### src/rtl/ds_pkg.sv
// Shared types and constants for the multiplexed 4-digit 7-segment scanner.
package ds_pkg;

  typedef enum logic [1:0] {IDLE, BLANK, SHOW} state_t;

  localparam int N_DIGITS = 4;

  localparam int SEG_A = 0;
  localparam int SEG_B = 1;
  localparam int SEG_C = 2;
  localparam int SEG_D = 3;
  localparam int SEG_E = 4;
  localparam int SEG_F = 5;
  localparam int SEG_G = 6;

  // bit0 = a ... bit6 = g
  localparam logic [6:0] HEX_SEG [16] = '{
    7'h3F, 7'h06, 7'h5B, 7'h4F, 7'h66, 7'h6D, 7'h7D, 7'h07,
    7'h7F, 7'h6F, 7'h77, 7'h7C, 7'h39, 7'h5E, 7'h79, 7'h71
  };

  // One displayed frame: nibbles, decimal points and per-digit blanking.
  typedef struct packed {
    logic [15:0] value;
    logic [3:0]  dp;
    logic [3:0]  mask;
  } disp_t;

endpackage

### src/rtl/hex7seg.sv
// Hex nibble to active-high a..g segment pattern.
module hex7seg
  import ds_pkg::*;
(
  input  logic [3:0] nib,
  output logic [6:0] seg
);

  assign seg = HEX_SEG[nib];

endmodule

### src/rtl/ds_scan_ctrl.sv
// Digit scan scheduler: blank gap before every digit, double-buffered
// display data that only swaps on frame boundaries.
module ds_scan_ctrl
  import ds_pkg::*;
#(
  parameter int SHOW_CYC  = 4096,
  parameter int BLANK_CYC = 64,
  parameter int CNT_W     = 13
) (
  input  logic        CLK,
  input  logic        RST_N,
  input  logic        ENABLE,
  input  logic        LOAD,
  input  logic [15:0] VALUE,
  input  logic [3:0]  DP,
  input  logic [3:0]  BLANK_MASK,
  output logic        DS_A,
  output logic        DS_B,
  output logic        DS_C,
  output logic        DS_D,
  output logic        DS_E,
  output logic        DS_F,
  output logic        DS_G,
  output logic        DS_DP,
  output logic        DS_EN1,
  output logic        DS_EN2,
  output logic        DS_EN3,
  output logic        DS_EN4,
  output logic        FRAME,
  output logic        BUSY_PEND
);

  localparam int MAX_CYC = (SHOW_CYC > BLANK_CYC) ? SHOW_CYC : BLANK_CYC;

  if (BLANK_CYC < 1) begin : g_bad_blank
    $error("ds_scan_ctrl: BLANK_CYC must be >= 1");
  end
  if (SHOW_CYC < 1) begin : g_bad_show
    $error("ds_scan_ctrl: SHOW_CYC must be >= 1");
  end
  if ((MAX_CYC - 1) >= (1 << CNT_W)) begin : g_bad_cntw
    $error("ds_scan_ctrl: CNT_W too narrow for SHOW_CYC/BLANK_CYC");
  end

  localparam logic [CNT_W-1:0] SHOW_LAST  = CNT_W'(SHOW_CYC - 1);
  localparam logic [CNT_W-1:0] BLANK_LAST = CNT_W'(BLANK_CYC - 1);

  state_t           state, nstate;
  logic [1:0]       digit, ndigit;
  logic [CNT_W-1:0] cnt, ncnt;
  disp_t            act, nact, pend, npend, din;
  logic             pflag, nflag;
  logic             boundary;

  logic [3:0] en_q;
  logic [6:0] seg_q, seg_dec;
  logic       dp_q, frame_q;
  logic [1:0] sel;
  logic [3:0] nib;

  assign din      = '{value: VALUE, dp: DP, mask: BLANK_MASK};
  assign boundary = (state == SHOW) && (digit == 2'(N_DIGITS - 1)) &&
                    (cnt == SHOW_LAST) && ENABLE;

  always_comb begin
    nstate = state;
    ndigit = digit;
    ncnt   = cnt;
    if (!ENABLE) begin
      nstate = IDLE;
      ndigit = '0;
      ncnt   = '0;
    end else begin
      unique case (state)
        IDLE: begin
          nstate = BLANK;
          ndigit = '0;
          ncnt   = '0;
        end
        BLANK: begin
          if (cnt == BLANK_LAST) begin
            nstate = SHOW;
            ncnt   = '0;
          end else begin
            ncnt = cnt + 1'b1;
          end
        end
        SHOW: begin
          if (cnt == SHOW_LAST) begin
            nstate = BLANK;
            ndigit = digit + 1'b1;
            ncnt   = '0;
          end else begin
            ncnt = cnt + 1'b1;
          end
        end
        default: nstate = IDLE;
      endcase
    end
  end

  // While dark there is nothing to tear, so loads go straight to active.
  always_comb begin
    nact  = act;
    npend = pend;
    nflag = pflag;
    if (state == IDLE) begin
      if (LOAD) begin
        nact  = din;
        nflag = 1'b0;
      end
    end else if (boundary) begin
      if (LOAD) begin
        nact  = din;
        nflag = 1'b0;
      end else if (pflag) begin
        nact  = pend;
        nflag = 1'b0;
      end
    end else if (LOAD) begin
      npend = din;
      nflag = 1'b1;
    end
  end

  // Outputs are registered from next-state values so they line up with state.
  assign sel = 2'd3 - ndigit;
  assign nib = nact.value[{sel, 2'b00} +: 4];

  hex7seg u_hex (
    .nib (nib),
    .seg (seg_dec)
  );

  always_ff @(posedge CLK) begin
    if (!RST_N) begin
      state   <= IDLE;
      digit   <= '0;
      cnt     <= '0;
      act     <= '0;
      pend    <= '0;
      pflag   <= 1'b0;
      en_q    <= '0;
      seg_q   <= '0;
      dp_q    <= 1'b0;
      frame_q <= 1'b0;
    end else begin
      state   <= nstate;
      digit   <= ndigit;
      cnt     <= ncnt;
      act     <= nact;
      pend    <= npend;
      pflag   <= nflag;
      frame_q <= boundary;
      if (nstate == SHOW) begin
        en_q  <= 4'b1000 >> ndigit;
        seg_q <= nact.mask[sel] ? 7'h00 : seg_dec;
        dp_q  <= nact.mask[sel] ? 1'b0 : nact.dp[sel];
      end else begin
        en_q  <= '0;
        seg_q <= '0;
        dp_q  <= 1'b0;
      end
    end
  end

  assign DS_A      = seg_q[SEG_A];
  assign DS_B      = seg_q[SEG_B];
  assign DS_C      = seg_q[SEG_C];
  assign DS_D      = seg_q[SEG_D];
  assign DS_E      = seg_q[SEG_E];
  assign DS_F      = seg_q[SEG_F];
  assign DS_G      = seg_q[SEG_G];
  assign DS_DP     = dp_q;
  assign DS_EN1    = en_q[3];
  assign DS_EN2    = en_q[2];
  assign DS_EN3    = en_q[1];
  assign DS_EN4    = en_q[0];
  assign FRAME     = frame_q;
  assign BUSY_PEND = pflag;

endmodule

### config.mk
export PLATFORM = sky130hd
export DESIGN_NAME = ds_scan_ctrl
export DESIGN_NICKNAME = d
export VERILOG_FILES = /design/src/rtl/ds_pkg.sv /design/src/rtl/hex7seg.sv /design/src/rtl/ds_scan_ctrl.sv
export SDC_FILE = /design/constraint.sdc
export NUM_CORES = 1
export LEC_CHECK = 0
export BUFFER_PORTS_ARGS = -buffer_cell sky130_fd_sc_hd__buf_2
export CAP_MARGIN = 10
export CORE_MARGIN = 2
export CORE_UTILIZATION = 34
export DETAILED_ROUTE_END_ITERATION = 12
export SYNTH_ARGS = -nofsm -noshare
export SYNTH_HDL_FRONTEND = slang
export SYNTH_SLANG_ARGS = --single-unit
export TNS_END_PERCENT = 5
### constraint.sdc
create_clock -name CLK -period 3.66 [get_ports CLK]
set_clock_uncertainty 0.05 [all_clocks]
set_input_delay 0.366 -clock CLK [delete_from_list [all_inputs] [get_ports CLK]]
set_output_delay 0.366 -clock CLK [all_outputs]
set_load 0.01 [all_outputs]
Word-level counts from Yosys, hierarchy flattened
Memories as Yosys holds them, arrays and structs flattened. A register that Yosys moved wholly into a read port is not among the register bits. Index checks and enable logic that the tools add are counted.

Bits in registers: 72. Bits in read-only memories: 112. Input port bits: 28. Output and inout port bits: 14. Word-level logic and storage cells: 66. Memories kept: 1.

Add/subtract/negate cells: 3. Magnitude comparators: 1. Equality and inequality tests: 7. Shifts and indexed selects: 2. Mux-type cells: 23. Bitwise operators: 5. Reduce and logical (&&, ||, !) cells: 11.

Memories: (name not given) (depth 16, width 7, read ports 1, clocked after Yosys merged registers in 1, wr ports 0, line hex7seg.sv:9) `assign seg = HEX_SEG[nib];`.

Operators by type and width (number): 2-to-1 mux 24 bit (5); case mux 13 bit (3 select lines) (1); 2-to-1 mux 13 bit (2); variable part select 16 x 5 -> 4 bit (1); adder 13 x 1 -> 13 bit, second input constant (1); == test 13 x 12 -> 1 bit, second input constant (1); == test 13 x 6 -> 1 bit, second input constant (1); 2-to-1 mux 2 bit (5); == test 2 bit, second input constant (3); 2-to-1 mux 1 bit (6); case mux 2 bit (3 select lines) (1); AND reduction 2 bit (3); inverter 4 -> 5 bit (1); binary-select mux 1 bit (select 2 bit) (2); inverter 1 bit (4); case mux 2 bit (2 select lines) (1); >> shifter 4 x 2 -> 4 bit, first input constant (1); logical AND 1 bit (3); < comparator 2 x 3 -> 1 bit, second input constant (1); AND reduction 3 bit (1); nonzero test 3 bit (1); OR reduction 3 bit (1); adder 2 x 1 -> 2 bit, second input constant (1); == test 2 x 1 -> 1 bit, second input constant (1); other kinds (4) (4).

Longest topological paths before layout
Word-level depth: 9. Depth in mapped cells: 16. Mapped depth without buffers: 15.

Modules after synthesis
Synthesis repeated with hierarchy kept, for this count alone.

Cells, all modules: 515. Area total of the unflattened synthesis: 4155.2 µm².

Modules (own cells, without submodules): ds_scan_ctrl (instances 1, cells an instance 482, area each 3861.2 µm², seq. area each 1581.5 µm²); hex7seg (instances 1, cells an instance 33, area each 294.0 µm², seq. area each 0.0 µm²).

Worst setup path after synthesis
No wires, ideal clock.

Path type: register to register. From: register cnt[0]. To: register seg_q[1]. Library setup time: 95 ps. Data arrival time: 3205 ps. Required time: 3515 ps. Setup slack: 309 ps. Stages on the path, launching flop included: 16. Buffers on the path: 1. Period minus slack after synthesis: 3351 ps. Cell sequence: dfxtp_1 ha_1 nand3b_1 or4_1 buf_2 a21boi_2 and2_0 nor2_1 nor2_1 mux2i_1 mux2i_1 inv_1 ha_1 nand2_1 o21ai_0 a221oi_1.

Word-level cells in the longest chain between the ends: 8. Elaborated cells between the ends (all ways): 21. Those cells by class: add/sub (1); eq/ne (3); shift (1); mux (11); bitwise (2); reduce/logical (3).

RTL lines: start, declared (line ds_scan_ctrl.sv:50) `logic [CNT_W-1:0] cnt, ncnt;`; start signal, assigned (line ds_scan_ctrl.sv:150) `cnt <= ncnt;`; parallel branches: the longest is 8 deep, another holds subtractor 2 bit; end, declared (line ds_scan_ctrl.sv:56) `logic [6:0] seg_q, seg_dec;`.

Several ways; the timed one is not identified. The select of a mux whose other input is x is not followed. A chain may end at the register's enable or synchronous reset.

Worst setup path after layout
From: register state[0]. To: register seg_q[5].

Word-level cells in the longest chain between the ends: 9. Elaborated cells between the ends (all ways): 22. Those cells by class: add/sub (1); eq/ne (3); shift (1); mux (10); bitwise (2); reduce/logical (5).

RTL lines: start, declared (line ds_scan_ctrl.sv:48) `state_t state, nstate;`; start signal, assigned (line ds_scan_ctrl.sv:148) `state <= nstate;`; parallel branches: the longest is 9 deep, another holds subtractor 2 bit.

Several ways; the timed one is not identified. The select of a mux whose other input is x is not followed.

==> metrics.md <==
| Metric | Value |
|---|---|
| Number of standard-cell rows in the floorplan | 40 |
| Share of power burned in combinational logic | 12.7% |
| Post-detailed-route wirelength per cell | 15.8 um |
| Total number of clock tree sinks | 79 |
| Critical path arrival | 3590 ps |
| Clock buffer depth | 2 |
| Power per Cell Area | 428 nW/um^2 |
| Antenna violations before repair | 0 |
| Critical Path Sink Type | flop |
| DRC errors left | 0 |
| Ranking of synthesized cells by instance count | dfxtp_1 (79), nor2_1 (62), nand2_1 (60) |
| Power dissipated by switching net loads | 0.533 mW |
| Worst VDD drop | 0.000166 V |
| Leakage | 1.91 nW |
| Clock tree root driver cell | clkbuf_16 |
| Share of total power in sequential cells | 43.8% |
| Area Overhead vs Synth | 18.0% |
| Cell types with the largest area share after synthesis | dfxtp_1 (38%), nor2_1 (5.6%), nand2_1 (5.5%) |
| Global-route wire length before repair | 18500 um |
| Gpl congestion | 0.827 |
| Synth Flop Type | dfxtp_1 |
| Final Hold Viols | 0 |
| Proportion of synthesized chip area in sequential cells | between 30% and 40% |
| Crit path capture | seg_q[5] |
| IO buf count | 41 |
| Detailed-routing iteration count for the pre-antenna-repair pass | 5 |
| Area of all placed cells without fillers | 4870 um^2 |
| Final count of negative-setup-slack endpoints | 0 |
| Iteration-0 DRC Markers | 238 |
| Overall die width | 114 um |
| Maximum operating frequency | 295 MHz |
| Critical path startpoint | state[0] |
| Most common cell in the netlist | dfxtp_1 |
| Max Cap Violations | 0 |
| Reg2reg setup slack | 270 ps |
| Final Critical Period | between 3000 and 4000 ps |
| Fraction of power consumed by the clock network | 43.5% |
| Leading area contributor after synthesis | dfxtp_1 |
| Setup_tns | 0 ps |
| Initial core utilization | approximately a third |
| Share of the synthesized area in the top cell type | 38.4% |
| Number of warnings reported in the yosys synthesis log | 0 |
| Worst relative slew slack | 57.3% |
| Maximum number of pins on one net before global-route repair | 33 |
| Crit path setup slack, layout | 265 ps |
| Core ar. | 11900 um^2 |
| TritonCTS clock tree | yes |
| Detailed Place HPWL | 7830 um |
| Endpoint of the most critical register-to-register path | seg_q[5] |
| Hold/Removal Path Class | input port to flop |
| Mapped Cells | 506 |
| Slew of the pin with the lowest slew margin | 639 ps |
| Area after detailed placement | roughly 4500 um^2 |
| Post-DRT Antenna Nets | 0 |
| Worst-case setup slack after placement | about 12 ps |
| PnR Total Power | 2.08 mW |
| Area of combinational cells with multiple inputs | 2370 um^2 |
| Number of flops mapped to enable cells by yosys | 0 |
| Switching power as a share of total power | approximately a quarter |
| Reg2Reg Launch Point | state[0] |
| Number of slew-limit violations in the final report | 0 |
| Count of nets after finishing | just under 600 |
| Post-Syn Area | 4120 um^2 |
| Number of antenna diodes | 0 |
| Total GRT Usage | between 15 and 20% |
| Clock edge transition at the registers on the reported setup and hold paths | ~60 ps |
| Ratio of final minimum period to clock period | 92.7% |
| Routed Wire Length | 11100 um |
| Startpoint type of the worst setup path | flop |
| Critical path class | flop to flop |
| Total Die Area | 13000 um^2 |
| Number of I/O pins | 42 |
| Fill cells | 1212 |
| Overflow after GRT | 0 |
| Register Area | ~1600 um^2 |
| Share of cells above drive strength 1 | 19.2% |
| Top fanout value on the critical path | 11 |
| Vias per cell | 5.43 |
| Synthesized netlist net count | ~550 |
| Number of global-route vias before repair | 3660 |
| H-tree depth | 3 |
| Run status | finished, final reports clean |
| Number of buffers inserted during clock tree synthesis | 9 |
| Fraction of synthesis flops using an asynchronous set or reset pin | 0% |
| Internal power component | 1.55 mW |
| Overall via count from detail_route | 3794 |
| Netlist cell types | 62 |
| Worst reg-to-reg path cell count | 12 |
| Worst-Skew Late Latency | ~340 ps |
| Register bit count reported by yosys | 79 |
| Required time of the critical path | 3860 ps |
| Unrepaired setup endpoints after global routing | yes |
| Synthesized area divided by synthesized cell count | roughly 8 um^2 |
| Chip height | 114 um |
| Layout Utilization | 40.9% |
## kinds of logic after synthesis
| kind of cell | count (synthesis) | synth area share, % |
|---|---|---|
| muxes | 20 | 5.31 |
| AOI/OAI and AO/OA | 113 | 18.3 |
| buffers and inverters | 44 | 4.49 |
| adders and majority gates | 14 | 4.25 |
| and+or+nand+nor | 227 | 27.4 |
| xor gates and xnor gates | 9 | 1.91 |
| DFF | 79 | 38.4 |
## state kept, by name, summed over array words and instances, names as in the netlist, 2 cells and up
register and cells:
act 24, state 2, digit 2, pend 24, en_q 4, seg_q 7, cnt 13
## critical path, cell delays in order (launching register included)
cell      delay (ps)
dfxtp_1          390
inv_1             90
ha_1             220
or4b_1           540
nor2_1           210
nand3b_1         130
buf_4            170
o221a_2          280
mux2_2           270
mux2i_1          230
buf_12           170
mux2_2           320
a221oi_1         220
## cell type report
cell class,count,share of cell area [%]
inverters,10,0.771
repair buffers,65,8.18
clock inverters,5,1.21
multi-input cells,383,48.6
flip-flops and latches,79,32.5
well taps,147,3.78
clock buffers,10,4.91
## cell usage in the layout (no fill, tap or decap), drive strengths merged, types with 5 or more instances in the layout
master and count:
nand4 8, mux2 5, ha 14, nor3b 5, inv 9, xor2 7, o22ai 12, nor2 62
and3 5, a211oi 9, mux2i 15, nor2b 6, nand3 11, a21oi 35, nand2 61, nor3 29
o21ai 18, a41oi 5, o21a 5, and2 6, nor4b 5, clkbuf 10, or2 6, or3 5
dfxtp 79, buf 65
## power groups by stage
stage	clock network (mW)	registers [mW]	logic, mW
4_1_cts	0.925	0.912	0.261
2_1_floorplan	0	0.925	0.188
6_report	0.905	0.913	0.264
3_5_place_dp	0	0.931	0.258
5_1_grt	0.966	0.916	0.297
3_3_place_gp	0	0.930	0.254
## metrics by stage
| step | instances | hold WS, ps |
|---|---|---|
| 2_1_floorplan | 506 | 386 |
| 3_3_place_gp | 683 | 394 |
| 3_5_place_dp | 683 | 399 |
| 4_1_cts | 698 | 216 |
| 5_1_grt | 699 | 222 |
| 6_report | 699 | 221 |
## how the worst min path moves through the flow
| stage | start | endpoint | slack [ps] | depth (start not counted) |
|---|---|---|---|---|
| floorplan | pend[10] | pend[10] | 390 | 2 |
| CTS | DP[1] | pend[5] | 220 | 3 |
| global placement | pend[8] | pend[8] | 390 | 2 |
| detailed placement | pend[8] | pend[8] | 400 | 2 |
| finish | VALUE[9] | pend[17] | 220 | 3 |
| global route | DP[1] | pend[5] | 220 | 3 |
## metal layers
| metal | vias up | global-route usage, % | wire length (um) |
|---|---|---|---|
| met3 | 8 | 4.13 | 633 |
| li1 | 1883 | - | - |
| met1 | 1802 | 23.4 | 5130 |
| met2 | 101 | 29.9 | 5170 |
| met5 | - | 0 | 0 |
| met4 | 0 | 5.45 | 121 |
## repair_timing
item / CTS / global route
setup endpoints to repair: 1 / 6
resized for setup: 1 / 4
buffers inserted: 0 / 1
hold buffers: 0 / 0
pin swaps: 0 / 0
(Power assumes the default switching activity.)
